[src/rtl/uart_loader.sv]
// UART boot loader: receives a length-prefixed 8N1 image and writes it word by word to program memory.
// Optional trailing XOR checksum byte is enabled by defining UART_LOADER_CHECKSUM_EN.
module uart_loader #(
  parameter int          CLK_FREQ  = 100000000,
  parameter int          BAUD      = 115200,
  parameter logic [31:0] BASE_ADDR = 32'h0000_0000,
  parameter int          MAX_WORDS = 256
) (
  input  logic        clk,
  input  logic        rst,
  input  logic        rxd,
  output logic        we,
  output logic [31:0] addr,
  output logic [31:0] wd,
  output logic        busy,
  output logic        done,
  output logic        err
);

  localparam int          CLKS_PER_BIT = CLK_FREQ / BAUD;
  localparam int          HALF_BIT     = (CLKS_PER_BIT / 2 > 0) ? CLKS_PER_BIT / 2 : 1;
  localparam int          CNT_W        = (CLKS_PER_BIT > 1) ? $clog2(CLKS_PER_BIT) : 1;
  localparam logic [CNT_W-1:0] BIT_LAST  = CNT_W'(CLKS_PER_BIT - 1);
  localparam logic [CNT_W-1:0] HALF_LAST = CNT_W'(HALF_BIT - 1);
  localparam logic [31:0] MAX_WORDS_32 = 32'(MAX_WORDS);

  typedef enum logic [1:0] {RX_IDLE, RX_START, RX_DATA, RX_STOP} rx_state_t;

  typedef enum logic [2:0] {
    M_LEN,
    M_DATA,
`ifdef UART_LOADER_CHECKSUM_EN
    M_SUM,
`endif
    M_DONE,
    M_ERR
  } m_state_t;

  logic             rxd_meta_r, rxd_sync_r, rxd_prev_r;
  rx_state_t        rx_state_r, rx_state_s;
  logic [CNT_W-1:0] rx_cnt_r, rx_cnt_s;
  logic [2:0]       rx_bit_r, rx_bit_s;
  logic [7:0]       rx_shift_r, rx_shift_s;
  logic             byte_valid_r, byte_valid_s;
  logic             frame_err_r, frame_err_s;

  m_state_t         m_state_r, m_state_s;
  logic [1:0]       byte_cnt_r, byte_cnt_s;
  logic [31:0]      len_r, len_s;
  logic [31:0]      word_r, word_s;
  logic [31:0]      index_r, index_s;
  logic [7:0]       csum_r, csum_s;
  logic             we_r, we_s;
  logic [31:0]      addr_r, addr_s;
  logic [31:0]      wd_r, wd_s;
  logic             busy_r, busy_s;
  logic             done_r, done_s;
  logic             err_r, err_s;

  // Two-flop synchroniser plus one delayed copy for falling-edge detection.
  always_ff @(posedge clk) begin
    if (rst) begin
      rxd_meta_r <= 1'b1;
      rxd_sync_r <= 1'b1;
      rxd_prev_r <= 1'b1;
    end else begin
      rxd_meta_r <= rxd;
      rxd_sync_r <= rxd_meta_r;
      rxd_prev_r <= rxd_sync_r;
    end
  end

  // Receiver next-state: start bit checked at half a bit, then full-bit spaced samples.
  always_comb begin
    rx_state_s   = rx_state_r;
    rx_cnt_s     = rx_cnt_r + {{(CNT_W-1){1'b0}}, 1'b1};
    rx_bit_s     = rx_bit_r;
    rx_shift_s   = rx_shift_r;
    byte_valid_s = 1'b0;
    frame_err_s  = 1'b0;
    case (rx_state_r)
      RX_IDLE: begin
        rx_cnt_s = {CNT_W{1'b0}};
        if (rxd_prev_r && !rxd_sync_r) begin
          rx_state_s = RX_START;
        end else begin
          rx_state_s = RX_IDLE;
        end
      end
      RX_START: begin
        if (rx_cnt_r == HALF_LAST) begin
          rx_cnt_s = {CNT_W{1'b0}};
          rx_bit_s = 3'd0;
          if (rxd_sync_r) begin
            rx_state_s = RX_IDLE;
          end else begin
            rx_state_s = RX_DATA;
          end
        end else begin
          rx_state_s = RX_START;
        end
      end
      RX_DATA: begin
        if (rx_cnt_r == BIT_LAST) begin
          rx_cnt_s   = {CNT_W{1'b0}};
          rx_shift_s = {rxd_sync_r, rx_shift_r[7:1]};
          rx_bit_s   = rx_bit_r + 3'd1;
          if (rx_bit_r == 3'd7) begin
            rx_state_s = RX_STOP;
          end else begin
            rx_state_s = RX_DATA;
          end
        end else begin
          rx_state_s = RX_DATA;
        end
      end
      RX_STOP: begin
        if (rx_cnt_r == BIT_LAST) begin
          rx_cnt_s   = {CNT_W{1'b0}};
          rx_state_s = RX_IDLE;
          if (rxd_sync_r) begin
            byte_valid_s = 1'b1;
          end else begin
            frame_err_s = 1'b1;
          end
        end else begin
          rx_state_s = RX_STOP;
        end
      end
      default: begin
        rx_state_s = RX_IDLE;
        rx_cnt_s   = {CNT_W{1'b0}};
      end
    endcase
  end

  // Receiver state register.
  always_ff @(posedge clk) begin
    if (rst) begin
      rx_state_r   <= RX_IDLE;
      rx_cnt_r     <= {CNT_W{1'b0}};
      rx_bit_r     <= 3'd0;
      rx_shift_r   <= 8'h00;
      byte_valid_r <= 1'b0;
      frame_err_r  <= 1'b0;
    end else begin
      rx_state_r   <= rx_state_s;
      rx_cnt_r     <= rx_cnt_s;
      rx_bit_r     <= rx_bit_s;
      rx_shift_r   <= rx_shift_s;
      byte_valid_r <= byte_valid_s;
      frame_err_r  <= frame_err_s;
    end
  end

  // Loader next-state; busy is released one cycle after the final write so we never overlaps busy=0.
  always_comb begin
    m_state_s  = m_state_r;
    byte_cnt_s = byte_cnt_r;
    len_s      = len_r;
    word_s     = word_r;
    index_s    = index_r;
    csum_s     = csum_r;
    we_s       = 1'b0;
    addr_s     = addr_r;
    wd_s       = wd_r;
    busy_s     = busy_r;
    done_s     = done_r;
    err_s      = err_r;
    case (m_state_r)
      M_LEN: begin
        if (frame_err_r) begin
          m_state_s = M_ERR;
          err_s     = 1'b1;
        end else if (byte_valid_r) begin
          len_s      = {rx_shift_r, len_r[31:8]};
          byte_cnt_s = byte_cnt_r + 2'd1;
          if (byte_cnt_r == 2'd3) begin
            index_s = 32'd0;
            csum_s  = 8'h00;
            if (len_s == 32'd0) begin
`ifdef UART_LOADER_CHECKSUM_EN
              m_state_s = M_SUM;
`else
              m_state_s = M_DONE;
              busy_s    = 1'b0;
              done_s    = 1'b1;
`endif
            end else if (len_s > MAX_WORDS_32) begin
              m_state_s = M_ERR;
              err_s     = 1'b1;
            end else begin
              m_state_s = M_DATA;
            end
          end else begin
            m_state_s = M_LEN;
          end
        end else begin
          m_state_s = M_LEN;
        end
      end
      M_DATA: begin
        if (frame_err_r) begin
          m_state_s = M_ERR;
          err_s     = 1'b1;
        end else if (byte_valid_r) begin
          word_s     = {rx_shift_r, word_r[31:8]};
          csum_s     = csum_r ^ rx_shift_r;
          byte_cnt_s = byte_cnt_r + 2'd1;
          if (byte_cnt_r == 2'd3) begin
            we_s    = 1'b1;
            addr_s  = BASE_ADDR + (index_r << 2);
            wd_s    = word_s;
            index_s = index_r + 32'd1;
            if (index_r == len_r - 32'd1) begin
`ifdef UART_LOADER_CHECKSUM_EN
              m_state_s = M_SUM;
`else
              m_state_s = M_DONE;
`endif
            end else begin
              m_state_s = M_DATA;
            end
          end else begin
            m_state_s = M_DATA;
          end
        end else begin
          m_state_s = M_DATA;
        end
      end
`ifdef UART_LOADER_CHECKSUM_EN
      M_SUM: begin
        if (frame_err_r) begin
          m_state_s = M_ERR;
          err_s     = 1'b1;
        end else if (byte_valid_r) begin
          if (rx_shift_r == csum_r) begin
            m_state_s = M_DONE;
            busy_s    = 1'b0;
            done_s    = 1'b1;
          end else begin
            m_state_s = M_ERR;
            err_s     = 1'b1;
          end
        end else begin
          m_state_s = M_SUM;
        end
      end
`endif
      M_DONE: begin
        busy_s = 1'b0;
        done_s = 1'b1;
      end
      M_ERR: begin
        busy_s = 1'b1;
        done_s = 1'b0;
        err_s  = 1'b1;
      end
      default: begin
        m_state_s = M_ERR;
        busy_s    = 1'b1;
        err_s     = 1'b1;
      end
    endcase
  end

  // Loader state and registered bus outputs.
  always_ff @(posedge clk) begin
    if (rst) begin
      m_state_r  <= M_LEN;
      byte_cnt_r <= 2'd0;
      len_r      <= 32'd0;
      word_r     <= 32'd0;
      index_r    <= 32'd0;
      csum_r     <= 8'h00;
      we_r       <= 1'b0;
      addr_r     <= BASE_ADDR;
      wd_r       <= 32'd0;
      busy_r     <= 1'b1;
      done_r     <= 1'b0;
      err_r      <= 1'b0;
    end else begin
      m_state_r  <= m_state_s;
      byte_cnt_r <= byte_cnt_s;
      len_r      <= len_s;
      word_r     <= word_s;
      index_r    <= index_s;
      csum_r     <= csum_s;
      we_r       <= we_s;
      addr_r     <= addr_s;
      wd_r       <= wd_s;
      busy_r     <= busy_s;
      done_r     <= done_s;
      err_r      <= err_s;
    end
  end

  assign we   = we_r;
  assign addr = addr_r;
  assign wd   = wd_r;
  assign busy = busy_r;
  assign done = done_r;
  assign err  = err_r;

endmodule

[config.mk]
export PLATFORM = sky130hd
export DESIGN_NAME = uart_loader
export DESIGN_NICKNAME = d
export VERILOG_FILES = /design/src/rtl/uart_loader.sv
export SDC_FILE = /design/constraint.sdc
export NUM_CORES = 1
export LEC_CHECK = 0
export CORE_ASPECT_RATIO = 1.2
export CORE_MARGIN = 2
export CORE_UTILIZATION = 25
export CTS_CLUSTER_DIAMETER = 40
export CTS_CLUSTER_SIZE = 25
export DETAILED_ROUTE_END_ITERATION = 12
export PLACE_DENSITY = 0.4
export SYNTH_ARGS = -nofsm -noshare
export SYNTH_HDL_FRONTEND = slang
export SYNTH_SLANG_ARGS = --single-unit
[constraint.sdc]
create_clock -name clk -period 4.65 [get_ports clk]
set_clock_uncertainty 0.15 [all_clocks]
set_input_delay 0.93 -clock clk [delete_from_list [all_inputs] [get_ports clk]]
set_output_delay 0.93 -clock clk [all_outputs]
set_load 0.05 [all_outputs]
# Word-level counts from Yosys, hierarchy flattened
# Index checks and enable logic that the tools add are counted.
[op_classes]
addsub = 5
magnitude_cmp = 1
n_eq_ne = 25
mux = 50
n_bitwise = 6
reduce_logical = 23
[ops]
columns = ["operator", "n"]
rows = [
  ["$mux 32", 6],
  ["$pmux 32 s2", 1],
  ["$add 32x1->32 const B", 1],
  ["$eq 32x32->1", 1],
  ["$gt 32x9->1 const B", 1],
  ["$logic_not 32->1", 1],
  ["$sub 32x1->32 const B", 1],
  ["$pmux 10 s3", 1],
  ["$mux 3", 8],
  ["$mux 10", 2],
  ["$ne 2x2->1 const B", 10],
  ["$mux 1", 19],
  ["$mux 2", 7],
  ["$ne 3x3->1 const B", 4],
  ["$reduce_and 3->1", 4],
  ["$add 10x1->10 const B", 1],
  ["$eq 10x10->1 const B", 1],
  ["$eq 10x9->1 const B", 1],
  ["$reduce_and 5->1", 2],
  ["$pmux 1 s3", 3],
  ["$pmux 3 s3", 1],
  ["$pmux 2 s4", 1],
  ["$reduce_and 7->1", 1],
  ["$eq 2x2->1 const B", 3],
  ["other kinds (20)", 29],
]
[totals]
register_bits = 195
input_bits = 3
out_inout_bits = 68

# Logic depth before layout (Yosys ltp)
[depth]
ltp_word = 7
depth_mapped = 11

# Worst setup path after synthesis
# No wires, ideal clock.
[synth_timing]
kind = "reg2reg"
from = "reg len_r[10]"
to = "reg m_state_r[0]"
t_arrival_ps = 2760
required_ps = 4361
slack_ps = 1602
stages_incl_launch_ff = 10
path_buffers = 2
path_cell_list = "dfxtp_1 > buf_6 > or4_4 > or4_4 > buf_6 > o31ai_2 > nand3_1 > or4_1 > nor4_2 > a311oi_1"
[synth_via]
elab_chain_len = 7
word_cells_on_any_way = 12
classes_between = "add/sub (1); eq/ne (1); mux (9); reduce/logical (1)"
[synth_rtl]
columns = ["item", "line_no", "source"]
rows = [
  ["start, declared", "49", "logic [31:0] len_r, len_s;"],
  ["start signal, assigned", "285", "len_r <= len_s;"],
  ["$sub 32x1->32", "215", "if (index_r == len_r - 32'd1) begin"],
  ["$eq 32x32->1", "215", ""],
  ["$mux 2", "215", ""],
  ["$mux 3", "210", "if (byte_cnt_r == 2'd3) begin"],
  ["$mux 3", "206", "end else if (byte_valid_r) begin"],
  ["$mux 3", "203", "if (frame_err_r) begin"],
  ["$pmux 3 s3 *", "170", "case (m_state_r)"],
  ["end signal, assigned", "283", "m_state_r <= m_state_s;"],
  ["end, declared", "47", "m_state_t m_state_r, m_state_s;"],
]
# Mark *: on every way between the ends. The rest lies on a longest branch, timed or not.
# A chain may end at the register's enable or synchronous reset.

# Worst setup path in the final report
[layout_timing]
from = "reg len_r[13]"
to = "reg m_state_r[0]"
# The elaborated chain is that of the path after synthesis.

==> impl_results.md <==
* Outcome: finished clean
* CP required at 4800 ps
* Yosys warns at 0
* Setup tns final at 0 ps
* RePlAce Congestion at 0.7956
* CTS Root Cell: clkbuf_16
* Core Region at 32970 um^2
* Final Critical Period at 3418 ps
* Clock slew at reported path FFs at 70 ps
* CTS Buf Count at 17
* Most frequent cells in the layout: 267 x nand2_1, 186 x dfxtp_1, 135 x a21oi_1, 87 x nor2_1, 67 x clkdlybuf4s50_1
* Starting density of the core at 0.2527
* Mapped cell area at 8333 um^2
* CP max stage delay at 790 ps
* # hold bufs at CTS at 0
* EDFF count, synth at 0
* Die height at 204.0 um
* HPWL after detailed placement at 15.48 mm
* Final period util at 0.7351
* Post-synthesis area per instance at 7.914 um^2
* Clk pwr share at 0.515
* Crit path max-delay cell type: or4_1
* # nets final at 1082
* Clock H-tree levels at 4
* I/O pin count at 71
* WHS Path Cells at 1
* Worst skew pair latency at 440 ps
* GRT overflow at 0
* Die width at 170.7 um
* Seq/Total Area, Yosys at 0.4468
* Port Buffers at 68
* Crit end category: flip-flop
* DRT iter0 DRCs at 341
* Cell internal pwr at 0.002635 W
* Slew HR at 0.2868
* Max_cap viols at 0
* Clk sink count at 186
* Critical Path Source Type: flip-flop
* Cells on worst reg2reg path at 7
* Initial antenna violation count at 0
* Cts repair resizes at 0
* Crit Path Category: reg2reg
* Switch share at 0.2182
* Final Util at 0.3044
* Synthesized flop and latch total at 186
* N_diodes at 0
* Asr flop ratio synth at 0
* Net Sw Power at 0.0007356 W
* Hold Crit Class: reg2reg
* Clk buf depth at 2
* First-pass GRT wire length at 37.57 mm
* Largest net degree at the start of global routing at 103
* Row Count at 73
* Cells after Synth at 1053
* Area growth from synthesis to layout at 20.44%
* Reg power frac at 0.473
* Drt total wl at 22.91 mm
* Post-route ant nets at 0
* CTS tree: yes
* WL/cell at 14.93 um
* PD cells at 335.9 nW/um^2
* Maximum vdd drop at 197.1 uV
* Via count at 6981
* Die Area at 34810 um^2
* Final std cells w/o fill at 1535
* Vias per cell at 4.548
* Ratio of cells with drive above 1 in the final layout at 0.05991
* Buf/Inv on CP at 0
* Synth unique cells at 60
* DRC at 0
* Final Slew Violations at 0
* Combinational share of power at 0.012
* Prevailing post-synth register cell: dfxtp_1
* Worst Tran Pin Value at 1066 ps
* Crit path max fanout at 11
* Critical path's most frequent cell: or4_1
* Crit-path cells: or4_1 -> or4_4 -> nor4_4 -> xnor2_1 -> or4_1 -> nor4_2 -> a311oi_1
* P_leak at 3.285 nW
* FILL cells at 3613
* CP delay by family, top: simple AND/OR/NAND/NOR gates
* Worst path arrival time at 3570 ps
* Placed Cells at 1503
* Commonest non-fill, non-tap cell in the layout: nand2_1
* Vias in the first global route at 6837
* Setup Buffers After CTS at 0
* Tot GR Track Use at 0.1372
* Hold Vio Cnt, Final at 0
* Max Fclk at 292.5 MHz
* Instance count on the critical path at 7
* Pre-antenna DRT Iters at 4
* Unrepaired setup endpoints after global routing: no
* Final setup viols at 0
## state kept, by name, indices dropped and copies added, names as in the netlist, 2 cells and up
signal      count
addr           30
byte_cnt_r      2
index_r        32
len_r          32
m_state_r       2
rx_bit_r        3
rx_cnt_r       10
rx_shift_r      8
rx_state_r      2
wd             32
word_r         24
## area by class of cell
| class | instances | area [um^2] | area share |
|---|---|---|---|
| Timing Repair Buffer | 78 | 765.7 | 0.07630 |
| Clock buffer | 17 | 425.4 | 0.04239 |
| Tap cell | 450 | 563.0 | 0.05610 |
| Multi-Input combinational cell | 779 | 4242 | 0.4226 |
| Inverter | 10 | 37.54 | 0.003740 |
| Clock inverter | 15 | 279.0 | 0.02780 |
| Sequential cell | 186 | 3724 | 0.3710 |
## synthesized netlist by cell type, types with 5 or more instances
| library cell | n | area (um^2) |
|---|---|---|
| mux2i_1 | 12 | 120.1 |
| nor2_1 | 87 | 326.6 |
| o21ai_0 | 7 | 35.03 |
| nand3_1 | 21 | 105.1 |
| nor3b_1 | 13 | 97.59 |
| nand2_1 | 268 | 1006 |
| and3_1 | 13 | 81.33 |
| a31oi_1 | 5 | 31.28 |
| xnor2_1 | 39 | 341.6 |
| dfxtp_1 | 186 | 3724 |
| nor3_1 | 16 | 80.08 |
| or3_1 | 7 | 43.79 |
| inv_1 | 10 | 37.54 |
| or4_1 | 8 | 60.06 |
| nor2b_1 | 7 | 43.79 |
| xor2_1 | 32 | 280.3 |
| nor4_1 | 15 | 93.84 |
| nand4_1 | 13 | 81.33 |
| buf_6 | 5 | 56.30 |
| clkbuf_1 | 67 | 251.5 |
| or2_2 | 5 | 31.28 |
| ha_1 | 7 | 87.58 |
| a21oi_1 | 135 | 675.7 |
## per-stage QoR
step | cell area [um^2] | hold WS, ps | power (W) | setup WS, ps
finish | 10040 | 289.4 | 0.003371 | 1232
CTS | 10040 | 283.9 | 0.003435 | 1203
global placement | 9331 | 269.0 | 0.001674 | 1292
detailed placement | 9331 | 266.8 | 0.001673 | 1228
floorplan | 8337 | 239.5 | 0.001661 | 1602
global route | 10040 | 304.0 | 0.003494 | 1024
## kinds of logic after synthesis
logic type               Yosys count  synth area share
AO/OA/AOI/OAI                    180            0.1237
XOR/XNOR                          71           0.07463
adder cells (fa/ha/maj)            7           0.01051
buffers and inverters             89           0.04610
flip-flops                       186            0.4468
multiplexers                      14           0.01712
other                              1         0.0004500
AND/OR/NAND/NOR                  505            0.2806
## power groups by stage
| stage | sequential [W] | combinational, W | clock [W] |
|---|---|---|---|
| floorplan | 0.00163 | 0.0000301 | 0 |
| global placement | 0.00163 | 0.0000409 | 0 |
| detailed placement | 0.00163 | 0.0000405 | 0 |
| CTS | 0.00159 | 0.0000407 | 0.00180 |
| global route | 0.00160 | 0.0000436 | 0.00186 |
| finish | 0.00160 | 0.0000388 | 0.00174 |
## layer usage
layer / share of wire / GRT usage / up-vias
met1: 0.48 / 0.1803 / 3267
met2: 0.48 / 0.2292 / 107
met3: 0.027 / 0.02188 / 18
met4: 0.013 / 0.04365 / 0
met5: 0 / 0 / -
li1: - / - / 3589
## worst paths after layout
| kind | from | to | slack [ps] |
|---|---|---|---|
| worst max register to register | len_r[13] | m_state_r[0] | 1230 |
| worst min register to register | rxd_meta_r | rxd_sync_r | 290 |
| worst min-delay path | rxd_meta_r | rxd_sync_r | 290 |
| worst max-delay path | len_r[13] | m_state_r[0] | 1230 |
Note: power is estimated with default switching activity, not from simulation.
